[src/rtl/tile_engine.sv]
// tile_engine: frame-paced piano-tiles playfield (scroll, hit judgement, score, win/loss).
// Define TILE_ENGINE_COMBO_EN to enable the combo / best_combo streak counters.
module tile_engine #(
  parameter int LANES           = 4,
  parameter int ROWS            = 5,
  parameter int SONG_LEN        = 31,
  parameter int FRAME_CYCLES    = 1666666,
  parameter int STARTING_OFFSET = 90,
  parameter int KEY_HEIGHT      = 30,
  parameter int HITBOX_TOP      = 100,
  parameter int HITBOX_BOTTOM   = 110
) (
  input  logic                      clk,
  input  logic                      reset,
  input  logic                      start,
  input  logic [LANES-1:0]          key_pressed,
  input  logic [LANES*SONG_LEN-1:0] song_in,
  output logic [8:0]                yoffset,
  output logic [LANES*ROWS-1:0]     keys,
  output logic [1:0]                num_hit,
  output logic [9:0]                score,
  output logic                      busy,
  output logic                      won,
  output logic                      lost,
  output logic                      frame_done,
  output logic [7:0]                combo,
  output logic [7:0]                best_combo
);
  localparam int CW = $clog2(FRAME_CYCLES);
  localparam int PW = $clog2(SONG_LEN + 1);
  localparam logic [9:0]    SO       = 10'(STARTING_OFFSET);
  localparam logic [9:0]    KH       = 10'(KEY_HEIGHT);
  localparam logic [9:0]    HT       = 10'(HITBOX_TOP);
  localparam logic [9:0]    HB       = 10'(HITBOX_BOTTOM);
  localparam logic [9:0]    WRAP     = SO + KH;
  localparam logic [PW-1:0] PTR_END  = PW'(SONG_LEN);
  localparam logic [PW-1:0] PTR_INIT = PW'(ROWS);
  localparam logic [CW-1:0] CNT_INIT = CW'(FRAME_CYCLES - 1);

  typedef enum logic [2:0] {
    S_IDLE, S_LOAD, S_WAIT, S_CHECK, S_UPDATE, S_WON, S_LOST
  } state_t;

  state_t                    state_q;
  logic [LANES*SONG_LEN-1:0] song_q;
  logic [LANES*ROWS-1:0]     keys_q;
  logic [PW-1:0]             ptr_q;
  logic [8:0]                yoff_q;
  logic [1:0]                num_hit_q;
  logic [9:0]                score_q;
  logic                      won_q, lost_q, frame_done_q;
  logic [LANES-1:0]          hit_q;
  logic [CW-1:0]             cnt_q;

  logic [9:0]       y;
  logic [LANES-1:0] row0, row1, top_row;
  logic             miss, judge0, judge1, good_hit, bad_hit, all_clear;

  // Judgement terms; miss and the two windows are mutually exclusive by construction.
  always_comb begin
    y       = {1'b0, yoff_q};
    row0    = keys_q[0 +: LANES];
    row1    = keys_q[LANES +: LANES];
    top_row = '0;
    if (ptr_q < PTR_END) top_row = song_q[LANES*int'(ptr_q) +: LANES];
    miss      = (y > HB) && (num_hit_q == 2'd0) && (row0 != '0);
    judge0    = (y + KH > HT) && (y < HB) && (num_hit_q == 2'd0) && (hit_q != '0);
    judge1    = (y > HT) && (y - KH < HB) && (num_hit_q == 2'd1) && (hit_q != '0);
    good_hit  = !miss && ((judge0 && (hit_q == row0)) || (judge1 && (hit_q == row1)));
    bad_hit   = miss || (judge0 && (hit_q != row0)) || (judge1 && (hit_q != row1));
    all_clear = (keys_q == '0) && (ptr_q == PTR_END);
  end

  always_ff @(posedge clk or posedge reset) begin
    if (reset) begin
      state_q      <= S_IDLE;
      song_q       <= '0;
      keys_q       <= '0;
      ptr_q        <= '0;
      yoff_q       <= 9'(STARTING_OFFSET);
      num_hit_q    <= '0;
      score_q      <= '0;
      won_q        <= 1'b0;
      lost_q       <= 1'b0;
      frame_done_q <= 1'b0;
      hit_q        <= '0;
      cnt_q        <= '0;
    end else begin
      frame_done_q <= 1'b0;
      if ((hit_q == '0) && (key_pressed != '0)) hit_q <= key_pressed;
      case (state_q)
        S_IDLE, S_WON, S_LOST: if (start) state_q <= S_LOAD;
        S_LOAD: begin
          song_q    <= song_in;
          keys_q    <= song_in[LANES*ROWS-1:0];
          ptr_q     <= PTR_INIT;
          yoff_q    <= 9'(STARTING_OFFSET);
          score_q   <= '0;
          num_hit_q <= '0;
          won_q     <= 1'b0;
          lost_q    <= 1'b0;
          hit_q     <= '0;
          cnt_q     <= CNT_INIT;
          state_q   <= S_WAIT;
        end
        S_WAIT: begin
          if (cnt_q == '0) state_q <= S_CHECK;
          else             cnt_q   <= cnt_q - 1'b1;
        end
        S_CHECK: begin
          if (bad_hit) begin
            lost_q  <= 1'b1;
            state_q <= S_LOST;
          end else begin
            if (good_hit) begin
              num_hit_q <= num_hit_q + 2'd1;
              if (score_q != '1) score_q <= score_q + 10'd1;
            end
            if (all_clear) begin
              won_q   <= 1'b1;
              state_q <= S_WON;
            end else begin
              state_q <= S_UPDATE;
            end
          end
        end
        S_UPDATE: begin
          hit_q        <= '0;
          frame_done_q <= 1'b1;
          cnt_q        <= CNT_INIT;
          state_q      <= S_WAIT;
          if (y == WRAP) begin
            yoff_q <= 9'(STARTING_OFFSET);
            keys_q <= {top_row, keys_q[LANES*ROWS-1:LANES]};
            if (ptr_q != PTR_END) ptr_q <= ptr_q + 1'b1;
            if (num_hit_q != 2'd0) num_hit_q <= num_hit_q - 2'd1;
          end else begin
            yoff_q <= yoff_q + 9'd1;
          end
        end
        default: state_q <= S_IDLE;
      endcase
    end
  end

`ifdef TILE_ENGINE_COMBO_EN
  logic [7:0] combo_q, best_q, combo_inc;
  assign combo_inc = (combo_q == 8'hFF) ? combo_q : combo_q + 8'd1;

  always_ff @(posedge clk or posedge reset) begin
    if (reset) begin
      combo_q <= '0;
      best_q  <= '0;
    end else if (state_q == S_LOAD) begin
      combo_q <= '0;
      best_q  <= '0;
    end else if (state_q == S_CHECK) begin
      if (bad_hit) begin
        combo_q <= '0;
      end else if (good_hit) begin
        combo_q <= combo_inc;
        if (combo_inc > best_q) best_q <= combo_inc;
      end
    end
  end

  assign combo      = combo_q;
  assign best_combo = best_q;
`else
  assign combo      = '0;
  assign best_combo = '0;
`endif

  assign yoffset    = yoff_q;
  assign keys       = keys_q;
  assign num_hit    = num_hit_q;
  assign score      = score_q;
  assign busy       = !((state_q == S_IDLE) || (state_q == S_WON) || (state_q == S_LOST));
  assign won        = won_q;
  assign lost       = lost_q;
  assign frame_done = frame_done_q;

endmodule

[config.mk]
export PLATFORM = sky130hd
export DESIGN_NAME = tile_engine
export DESIGN_NICKNAME = d
export VERILOG_FILES = /design/src/rtl/tile_engine.sv
export SDC_FILE = /design/constraint.sdc
export NUM_CORES = 1
export LEC_CHECK = 0
export CAP_MARGIN = 20
export CORE_MARGIN = 3
export CORE_UTILIZATION = 57
export CTS_CLUSTER_DIAMETER = 120
export CTS_CLUSTER_SIZE = 16
export DETAILED_ROUTE_END_ITERATION = 16
export PLACE_DENSITY = 0.86
export SLEW_MARGIN = 20
export SYNTH_ARGS = -nofsm -noshare
export SYNTH_HDL_FRONTEND = slang
export SYNTH_SLANG_ARGS = --single-unit
[constraint.sdc]
create_clock -name clk -period 13.3 [get_ports clk]
set_input_delay 2.66 -clock clk [delete_from_list [all_inputs] [get_ports clk]]
set_output_delay 2.66 -clock clk [all_outputs]
set_load 0.05 [all_outputs]
# == Yosys cells after proc, flatten, opt, wreduce, memory -nomap -nowiden ==
# Index checks and enable logic that the tools add are counted.
# Widths: inputs -> output; s select.
# word_totals
regBits,201
inputBits,131
word_cells,131
# op_classes
add_sub_neg,8
order_cmp,6
eq_ne,26
shift,1
mux,32
n_reduce_logical,46
# op_table
operator,n
$shiftx 124x8->4,1
$pmux 21 s2,1
$pmux 20 s2,1
$mux 10,3
$ne 2x2->1 const B,11
$logic_not 21->1,1
$mux 21,1
$sub 21x1->21 const B,1
$logic_not 20->1,1
$mux 20,1
$pmux 10 s2,1
$gt 9x7->1 const B,2
$pmux 9 s2,1
$logic_and 1x1->1,15
$mux 4,3
$pmux 3 s4,1
$reduce_bool 4->1,3
$add 10x1->10 const B,1
$add 9x5->10 const B,1
$gt 10x7->1 const B,1
$lt 10x7->1 const B,1
$mux 2,5
$mux 5,2
$ne 10x10->1 const B,1
other kinds (35),59

# == Longest topological paths before layout ==
# Gate-level depths: netlist of the first run.
# logic_depth
word_depth,11
mapped_depth,11
mapped_depth_nobuf,9

# == Worst setup path before layout of the first run ==
# No wires, ideal clock.
# synth_timing
kind,register to output
from,register state_q[1]
to,output busy
t_arrival_ns,1.659
required_time_ns,10.640
path_slack_ns,8.981
path_stages_with_launch,6
n_path_buf,2
cell_sequence,dfrtp_1 > buf_2 > clkbuf_1 > nor2_1 > nor3_1 > a21oi_1
# synth_via
elab_chain_cells,4
# synth_lines
item,line_no,source
"start, declared",44,state_t state_q;
"start signal, assigned",76,state_q <= S_IDLE;
"start signal, assigned",92,"S_IDLE, S_WON, S_LOST: if (start) state_q <= S_LOAD;"
"start signal, assigned",104,state_q <= S_WAIT;
$eq 3x3->1 or $logic_not 3->1 (tied branches),178,assign busy = !((state_q == S_IDLE) || (state_q == S_WON) || (state_q == S_LOST));
$logic_or 1x1->1,178,
$logic_or 1x1->1 *,178,
$logic_not 1->1 *,178,
"end, declared",22,"output logic busy,"
# Mark *: on every way between the ends. The rest lies on a longest branch, timed or not.

# == Worst setup path in the final report of the first run ==
# Ends and elaborated chain as after synthesis.

==> flow_summary.yaml, run 1 <==
cts:
  root_buffer: "clkbuf_16"
  h-tree-depth: 1
  cts_resized: 0
  path_clk_slew_ns: 0.08
  post_cts_buffers: 0
  insertion_delay_ns: 0.47
  clock-sinks: 201
  cts_buffers: 16
  cts_tree: "built"
  hold_buffers: 0
  cts_buffer_depth: 3
worst_setup_path:
  crit_path_end_kind: "primary output"
  path_depth: 5
  cp_slowest_cell: "clkdlybuf4s50_1"
  worstPathArrival_ns: 2.93
  critPathBufInv: 2
  worst_path_dominant_cell_family: "buffers and inverters"
  reg2reg_depth: 9
  worstPathCellList: "clkinv_1, nor2_1, nor3_1, a21oi_1, clkdlybuf4s50_1"
  slowest_delay_ns: 0.83
  reg2reg_to: "score[2]"
  crit_fanout: 19
  required_ns: 10.64
  regToRegStartpoint: "yoffset[1]"
  start_kind: "flip-flop"
  r2r_slack_ns: 10.16
  crit_type: "reg2out"
  crit_start: "state_q[1]"
  cp-endpoint: "busy"
sta:
  maxSlewViolCount: 0
  tns_ns: 0
  slew_headroom: 0.339
  finalSetupViolations: 0
  finClkSkew_ns: 0.0173
  hold_violations: 0
  setup_slack_ns: 7.71
  fmax_mhz: 179
  finalCritPeriodShare: 0.420
  min_period_ns: 5.59
  tightest_slew_ns: 0.989
  rsz0062_at_grt: "false"
floorplanning:
  fp.dieH_um: 141
  start_util: 0.591
  ios: 192
  num_rows: 48
  die_w_um: 141
  design.die.area_um2: 19900
  core_area_um2: 17600
synth:
  yosysTopAreaCell: "dfrtp_1"
  synth_area_leaders: "dfrtp_1, nand2_1, mux4_2"
  netlist_instances: 1125
  synthXorXnorAreaFrac: 0.0202
  ys.flop_type: "dfrtp_1"
  synth.area.mux_share: 0.104
  netlist_area_um2: 10400
  ys_ff_latch: 201
  synth_simple_gate_area_frac: 0.245
  synth.distinct_cells: 83
  synth_compound_area_frac: 0.0834
  ys_seq_area_frac: 0.484
  synth_top_area_share: 0.474
  synth_top_family_by_area: "simple AND/OR/NAND/NOR gates"
  synthArstFlopShare: 1.00
  yosys_warnings: 0
  synthAdderAreaFrac: 0.0154
  syn_avg_cell_area_um2: 9.24
  synth_edf_count: 0
hold_path:
  hold_class: "reg2reg"
routing:
  drt-total-wl_um: 25100
  drtIter0Drc: 583
  drcViolationCount: 0
  postRouteAntennaNets: 0
  vias: 8510
  wl_per_cell_um: 16.8
  first_pass_iters: 5
  viasPerCell: 5.70
final_layout:
  drive_gt1_frac: 0.0796
  syn_to_final_growth_pct: 21.4
  antennaDiodeCount: 0
  final_nets: 1402
global_route:
  antenna_found_initial: 0
  overflow: 0
  grt_use_total: 0.252
  grt_first_pass_wirelength_um: 41500
  grt_pass1_vias: 8378
  grt_start_max_net_pins: 139
placed_design:
  dp_hpwl_um: 17600
  io_buffers: 175
  place_ws_ns: 8.24
  routabilityCongestion: 0.881
pwr:
  switchingPower_uw: 1210
  ir_drop_mv: 0.149
  internal_power_uw: 1650
  power.density_nw_per_um2: 226
  swShare: 0.423
  combinationalPowerShare: 0.456
  leakage_uw: 0.00565
  power_frac_seq: 0.386
  power_frac_clock: 0.158
flow_run:
  cap_violations: 0
run_status:
  status: "finished clean"
registers in the layout, summed over array words and instances (netlist names):
name	cells
score	10
yoffset	9
frame_done	1
ptr_q	5
cnt_q	21
num_hit	2
won	1
keys	20
song_q	124
hit_q	4
lost	1
state_q	3
placed cells by master, fill, tap and decap left out, types with 9 or more instances in the layout:
master	n
conb_1	16
dfrtp_1	195
xor2_1	12
xnor2_1	12
clkbuf_1	10
clkbuf_16	17
nor3_1	16
o21ai_0	48
nand2_1	432
mux4_2	36
inv_1	17
a21oi_1	25
nand4_1	13
a211oi_1	9
nor2_1	46
clkdlybuf4s50_1	175
ha_1	12
nand3_1	22
mux2i_1	25
per-layer routing:
metal	wire length [um]	GRT usage	vias up
met5	0	0	-
met1	10700	0.353	4163
met3	1400	0.0326	34
met2	12600	0.424	274
met4	434	0.0571	0
li1	-	-	4039
worst register-to-register path, cell delays in order, from the launching register on:
cell and delay, ns:
dfstp_2 0.67, inv_1 0.18, ha_1 0.37, o21bai_1 0.21
o32ai_1 0.11, or4_4 0.56, or2_4 0.29, a221oi_4 0.34
o21ai_0 0.11, nor2b_1 0.18
layout make-up:
cell class | count | area (um2)
fillers | 1325 | 4970
repair buffers | 182 | 1800
inverters | 20 | 82.6
flip-flops and latches | 201 | 5040
well taps | 225 | 282
multi-input cells | 838 | 4950
clock inverters | 1 | 8.76
clock buffers | 27 | 463
synthesized netlist by cell type (all sizes together) (13+ instances only):
cell type	n
nand2	434
o21ai	48
inv	19
mux2i	25
buf	37
nand4	13
mux4	36
nor3	17
nor2	48
dfrtp	197
a21oi	27
clkbuf	44
nand3	22
power groups by stage:
stage	Sequential (uW)	Clock [uW]	Combinational, uW
floorplan	1140	0	886
global placement	1090	0	1260
detailed placement	1110	0	1300
CTS	1100	461	1310
global route	1140	482	1430
finish	1100	452	1300
stage by stage:
step / hold WS (ns) / utilization / total power, uW / cell area [um2] / instances
floorplan: 0.440 / - / 2030 / 10500 / 1140
global placement: 0.453 / 0.691 / 2360 / 12200 / 1466
detailed placement: 0.457 / 0.691 / 2410 / 12200 / 1466
CTS: 0.475 / 0.717 / 2870 / 12600 / 1494
global route: 0.496 / 0.717 / 3050 / 12600 / 1494
finish: 0.471 / 0.717 / 2860 / 12600 / 1494
logic make-up after synthesis:
| family | Yosys count |
|---|---|
| buffers and inverters | 101 |
| AOI/OAI and AO/OA | 130 |
| DFF | 201 |
| other | 1 |
| and+or+nand+nor | 592 |
| muxes | 63 |
| xor gates and xnor gates | 24 |
| adders and majority gates | 13 |
worst min-delay path by stage:
stage / start / end / cells after the start
after CTS: song_q[11] / song_q[11] / 2
after global routing: song_q[57] / song_q[57] / 2
after global placement: song_q[106] / song_q[106] / 2
after floorplan: song_q[104] / song_q[104] / 2
final: song_q[43] / song_q[43] / 2
after detailed placement: song_q[11] / song_q[11] / 2
(Power assumes the default switching activity.)
==> run 2, diff against run 1 <==
--- a/config.mk
+++ b/config.mk
@@ -7,11 +7,11 @@
 export LEC_CHECK = 0
 export CAP_MARGIN = 20
 export CORE_MARGIN = 3
-export CORE_UTILIZATION = 57
+export CORE_UTILIZATION = 53
 export CTS_CLUSTER_DIAMETER = 120
 export CTS_CLUSTER_SIZE = 16
 export DETAILED_ROUTE_END_ITERATION = 16
-export PLACE_DENSITY = 0.86
+export PLACE_DENSITY = 0.81
 export SLEW_MARGIN = 20
 export SYNTH_ARGS = -nofsm -noshare
 export SYNTH_HDL_FRONTEND = slang
==> constraint.sdc (replaced) <==
create_clock -name clk -period 5.84 [get_ports clk]
set_input_delay 1.168 -clock clk [delete_from_list [all_inputs] [get_ports clk]]
set_output_delay 1.168 -clock clk [all_outputs]
set_load 0.05 [all_outputs]
==> run 2 against run 1 <==
Combinational power is 130% higher; highest routed layer unchanged; register-to-register slack got worse by 7.4 ns; sequential power grew 120%; critical path depth unchanged; worst hold slack about the same.
==> flow_summary.yaml, run 2 (synthesized netlist as in run 1, its figures left out) <==
run_status:
  status: "finished clean"
cts:
  cts_buffer_depth: 3
  cts_buffers: 16
  h-tree-depth: 1
  cts_tree: "built"
  hold_buffers: 0
  post_cts_buffers: 0
  clock-sinks: 201
  cts_resized: 0
  path_clk_slew_ns: 0.08
  insertion_delay_ns: 0.48
  root_buffer: "clkbuf_16"
placed_design:
  dp_hpwl_um: 17600
  place_ws_ns: 2.28
  io_buffers: 175
  routabilityCongestion: 0.863
final_layout:
  antennaDiodeCount: 0
  final_cell_mix: "nand2_1, dfrtp_1, clkdlybuf4s50_1"
  syn_to_final_growth_pct: 21.9
  drive_gt1_frac: 0.0795
  final_common_cell: "nand2_1"
  final_nets: 1403
  largest_reg_flops: 124
  top_register: "song_q"
worst_setup_path:
  crit_fanout: 19
  start_kind: "flip-flop"
  reg2reg_depth: 9
  worstPathArrival_ns: 2.91
  crit_start: "state_q[1]"
  crit_path_end_kind: "primary output"
  cp-endpoint: "busy"
  required_ns: 4.67
  regToRegStartpoint: "yoffset[1]"
  crit_type: "reg2out"
  reg2reg_to: "score[2]"
  r2r_slack_ns: 2.75
floorplanning:
  num_rows: 50
  fp.dieH_um: 146
  start_util: 0.547
  ios: 192
  die_w_um: 146
  design.die.area_um2: 21300
  core_area_um2: 19000
routing:
  drtIter0Drc: 561
  viasPerCell: 5.50
  drcViolationCount: 0
  wl_per_cell_um: 16.4
  first_pass_iters: 5
  drt-total-wl_um: 25200
  postRouteAntennaNets: 0
  vias: 8417
hold_path:
  hp-start: "song_q[106]"
  hold_class: "reg2reg"
sta:
  hold_violations: 0
  slew_headroom: 0.348
  finalSetupViolations: 0
  maxSlewViolCount: 0
  tightest_slew_ns: 0.977
  tns_ns: 0
  setup_slack_ns: 1.76
  min_period_ns: 4.08
  finalCritPeriodShare: 0.698
  fmax_mhz: 245
  finClkSkew_ns: 0.0116
  rsz0062_at_grt: "false"
pwr:
  leakage_uw: 0.00565
  power.density_nw_per_um2: 513
  ir_drop_mv: 0.280
global_route:
  antenna_found_initial: 0
  grt_first_pass_wirelength_um: 41200
  grt_use_total: 0.231
  grt_pass1_vias: 8388
  overflow: 0
  grt_start_max_net_pins: 134
flow_run:
  cap_violations: 0
-- run 2: changes by cell type in the layout (fill, tap and decap cells not counted) --
cell        before  now
clkinvlp_4       0    1
dfrtp_2          2    1
buf_12           0    1
inv_8            1    0
dfrtp_1        195  196
-- run 2: worst min-delay path by stage --
stage / to / slack [ns] / cells past startpoint
final: song_q[106] / 0.47 / 2
after global routing: song_q[43] / 0.49 / 2
after CTS: song_q[106] / 0.47 / 2
after detailed placement: song_q[106] / 0.46 / 2
after global placement: song_q[107] / 0.45 / 2
after floorplan: song_q[104] / 0.44 / 2
-- run 2: through the flow --
| stage | power [uW] | util | instance area [um2] | cells | hold slack [ns] |
|---|---|---|---|---|---|
| CTS | 6540 | 0.667 | 12700 | 1530 | 0.475 |
| global placement | 5370 | 0.642 | 12200 | 1502 | 0.453 |
| finish | 6510 | 0.667 | 12700 | 1530 | 0.471 |
| global route | 6950 | 0.667 | 12700 | 1530 | 0.487 |
| detailed placement | 5490 | 0.642 | 12200 | 1502 | 0.457 |
| floorplan | 4620 | - | 10500 | 1140 | 0.440 |
-- run 2: metal layers --
metal | vias to the layer above | global-route usage | part of all wire | wire [um]
met1 | 4092 | 0.314 | 0.43 | 10800
met4 | 0 | 0.0621 | 0.022 | 550
met2 | 249 | 0.389 | 0.49 | 12400
met3 | 43 | 0.0394 | 0.057 | 1430
li1 | 4033 | - | - | -
met5 | - | 0 | 0 | 0
-- run 2: layout make-up --
class                   instances  area, um2
inverters                      20       78.8
fillers                      1535       6340
multi-input cells             838       4950
clock buffers                  27        463
well taps                     260        325
flip-flops and latches        201       5040
clock inverters                 1       8.76
repair buffers                183       1820
-- run 2: power by group --
part / total [uW] / internal, uW / switching (uW)
Sequential: 2450 / 1970 / 478
Combinational: 3020 / 1240 / 1780
Clock: 1040 / 545 / 492
Total: 6510 / 3760 / 2750
-- run 2: critical path: stages, from the launching register on --
cell and delay, ns:
dfrtp_1 0.72, clkinv_1 0.40, nor2_1 0.26, nor3_1 0.07
a21oi_1 0.15, clkdlybuf4s50_1 0.83
==> run 3, diff against run 2 <==
--- a/config.mk
+++ b/config.mk
@@ -7,11 +7,11 @@
 export LEC_CHECK = 0
 export CAP_MARGIN = 20
 export CORE_MARGIN = 3
-export CORE_UTILIZATION = 53
+export CORE_UTILIZATION = 48
 export CTS_CLUSTER_DIAMETER = 120
 export CTS_CLUSTER_SIZE = 16
 export DETAILED_ROUTE_END_ITERATION = 16
-export PLACE_DENSITY = 0.81
+export PLACE_DENSITY = 0.77
 export SLEW_MARGIN = 20
 export SYNTH_ARGS = -nofsm -noshare
 export SYNTH_HDL_FRONTEND = slang
==> constraint.sdc (replaced) <==
create_clock -name clk -period 3.6 [get_ports clk]
set_input_delay 0.72 -clock clk [delete_from_list [all_inputs] [get_ports clk]]
set_output_delay 0.72 -clock clk [all_outputs]
set_load 0.05 [all_outputs]
==> run 3 against run 2 <==
Setup slack lost 1.3 ns; first-iteration DRC count increased by 2.3%; global-route usage down 1.4 points; critical endpoint unchanged; wire length increased by 2.6%; largest power group unchanged; core utilization down 6.2 points; final cell count rose by 1.1%; largest cell class unchanged; register-to-register slack lost 2.2 ns; total power is 63% higher; highest routed layer unchanged.
==> flow_summary.yaml, run 3 (synthesized netlist as in run 1, its figures left out) <==
final_layout:
  stdcell_area_um2: 12800
  fillers: 1790
  drive_gt1_frac: 0.0857
  final_common_cell: "nand2_1"
  post-route-util: 0.604
  antennaDiodeCount: 0
  final_nets: 1410
  final_cell_mix: "nand2_1, dfrtp_1, clkdlybuf4s50_1"
  largest_reg_flops: 124
  top_register: "song_q"
  syn_to_final_growth_pct: 22.9
worst_setup_path:
  start_kind: "flip-flop"
  crit_fanout: 8
  worstPathCellList: "clkinv_1, nor2_1, nor3_1, a21oi_1, clkdlybuf4s50_1"
  crit_start: "state_q[1]"
  crit_path_end_kind: "primary output"
  cp_slowest_cell: "clkdlybuf4s50_1"
  cp-endpoint: "busy"
  required_ns: 2.88
  worstPathArrival_ns: 2.37
  slowest_delay_ns: 0.83
  regToRegStartpoint: "yoffset[1]"
  r2r_slack_ns: 0.59
  crit_type: "reg2out"
  reg2reg_to: "num_hit[0]"
  reg2reg_depth: 9
hold_path:
  hold_class: "reg2reg"
  hp-start: "song_q[90]"
placed_design:
  place_area_um2: 12300
  io_buffers: 175
  routabilityCongestion: 0.887
  dp_hpwl_um: 18600
floorplanning:
  fp.dieH_um: 153
  design.die.area_um2: 23500
  num_rows: 53
  start_util: 0.492
  die_w_um: 153
  ios: 192
  core_area_um2: 21200
cts:
  post_cts_buffers: 0
  clock-sinks: 201
  cts_buffers: 16
  root_buffer: "clkbuf_16"
  h-tree-depth: 1
  path_clk_slew_ns: 0.07
  insertion_delay_ns: 0.48
  hold_buffers: 0
  cts_resized: 0
  cts_buffer_depth: 3
  cts_tree: "built"
sta:
  tns_ns: 0
  slew_headroom: 0.437
  maxSlewViolCount: 0
  finalCritPeriodShare: 0.858
  tightest_slew_ns: 0.840
  finClkSkew_ns: 0.0199
  min_period_ns: 3.09
  fmax_mhz: 324
  rsz0062_at_grt: "false"
  hold_violations: 0
  finalSetupViolations: 0
routing:
  drcViolationCount: 0
  first_pass_iters: 4
  viasPerCell: 5.44
  drt-total-wl_um: 25800
  vias: 8408
  drtIter0Drc: 574
  postRouteAntennaNets: 0
  wl_per_cell_um: 16.7
pwr:
  ir_drop_mv: 0.475
  power.density_nw_per_um2: 830
  leakage_uw: 0.00570
global_route:
  antenna_found_initial: 0
  grt_first_pass_wirelength_um: 42300
  grt_pass1_vias: 8319
  grt_start_max_net_pins: 108
  grt_use_total: 0.217
  overflow: 0
run_status:
  status: "finished clean"
flow_run:
  cap_violations: 0
==> run 3: routing by layer <==
metal / GRT usage / up-vias / wire (um)
met4: 0.0496 / 0 / 497
met2: 0.363 / 243 / 12500
met5: 0 / - / 0
met1: 0.307 / 4079 / 11500
li1: - / 4050 / -
met3: 0.0241 / 36 / 1290
==> run 3: how the worst min path moves through the flow <==
stage | endpoint | slack [ns] | depth (start not counted)
floorplan | song_q[104] | 0.44 | 2
global placement | song_q[24] | 0.45 | 2
detailed placement | song_q[28] | 0.46 | 2
CTS | song_q[90] | 0.47 | 2
global route | song_q[25] | 0.50 | 2
finish | song_q[90] | 0.47 | 2
==> run 3: stage by stage <==
| step | setup slack, ns | hold WS [ns] | total power (uW) | instances |
|---|---|---|---|---|
| finish | 0.510 | 0.469 | 10600 | 1547 |
| global route | 0.358 | 0.498 | 11300 | 1547 |
| CTS | 0.445 | 0.474 | 10700 | 1547 |
| detailed placement | 0.654 | 0.459 | 8990 | 1524 |
| global placement | 0.697 | 0.453 | 8800 | 1524 |
| floorplan | 0.281 | 0.440 | 7490 | 1140 |
==> run 3: final cells by class <==
cell class	instances	area, um2	share of cell area
sequential	201	5040	0.394
multi-input combinational	838	4950	0.387
timing repair buffer	190	1930	0.151
clock buffer	22	444	0.0347
tap	275	344	0.0269
inverter	20	78.8	0.00616
clock inverter	1	8.76	0.000685
==> run 3: critical path, delay by kind of cell, from the launching register on <==
kind            cells  cell delay (ns)
simple gates        2             0.33
flops               1             0.35
buf+inv             2             1.06
compound gates      1             0.17
==> run 3: where the power goes <==
group / switching [uW] / leakage [uW] / internal [uW] / total [uW]
registers: 822 / 0.00246 / 3200 / 4030
logic: 2860 / 0.00302 / 2070 / 4930
clock network: 789 / 0.000220 / 863 / 1650
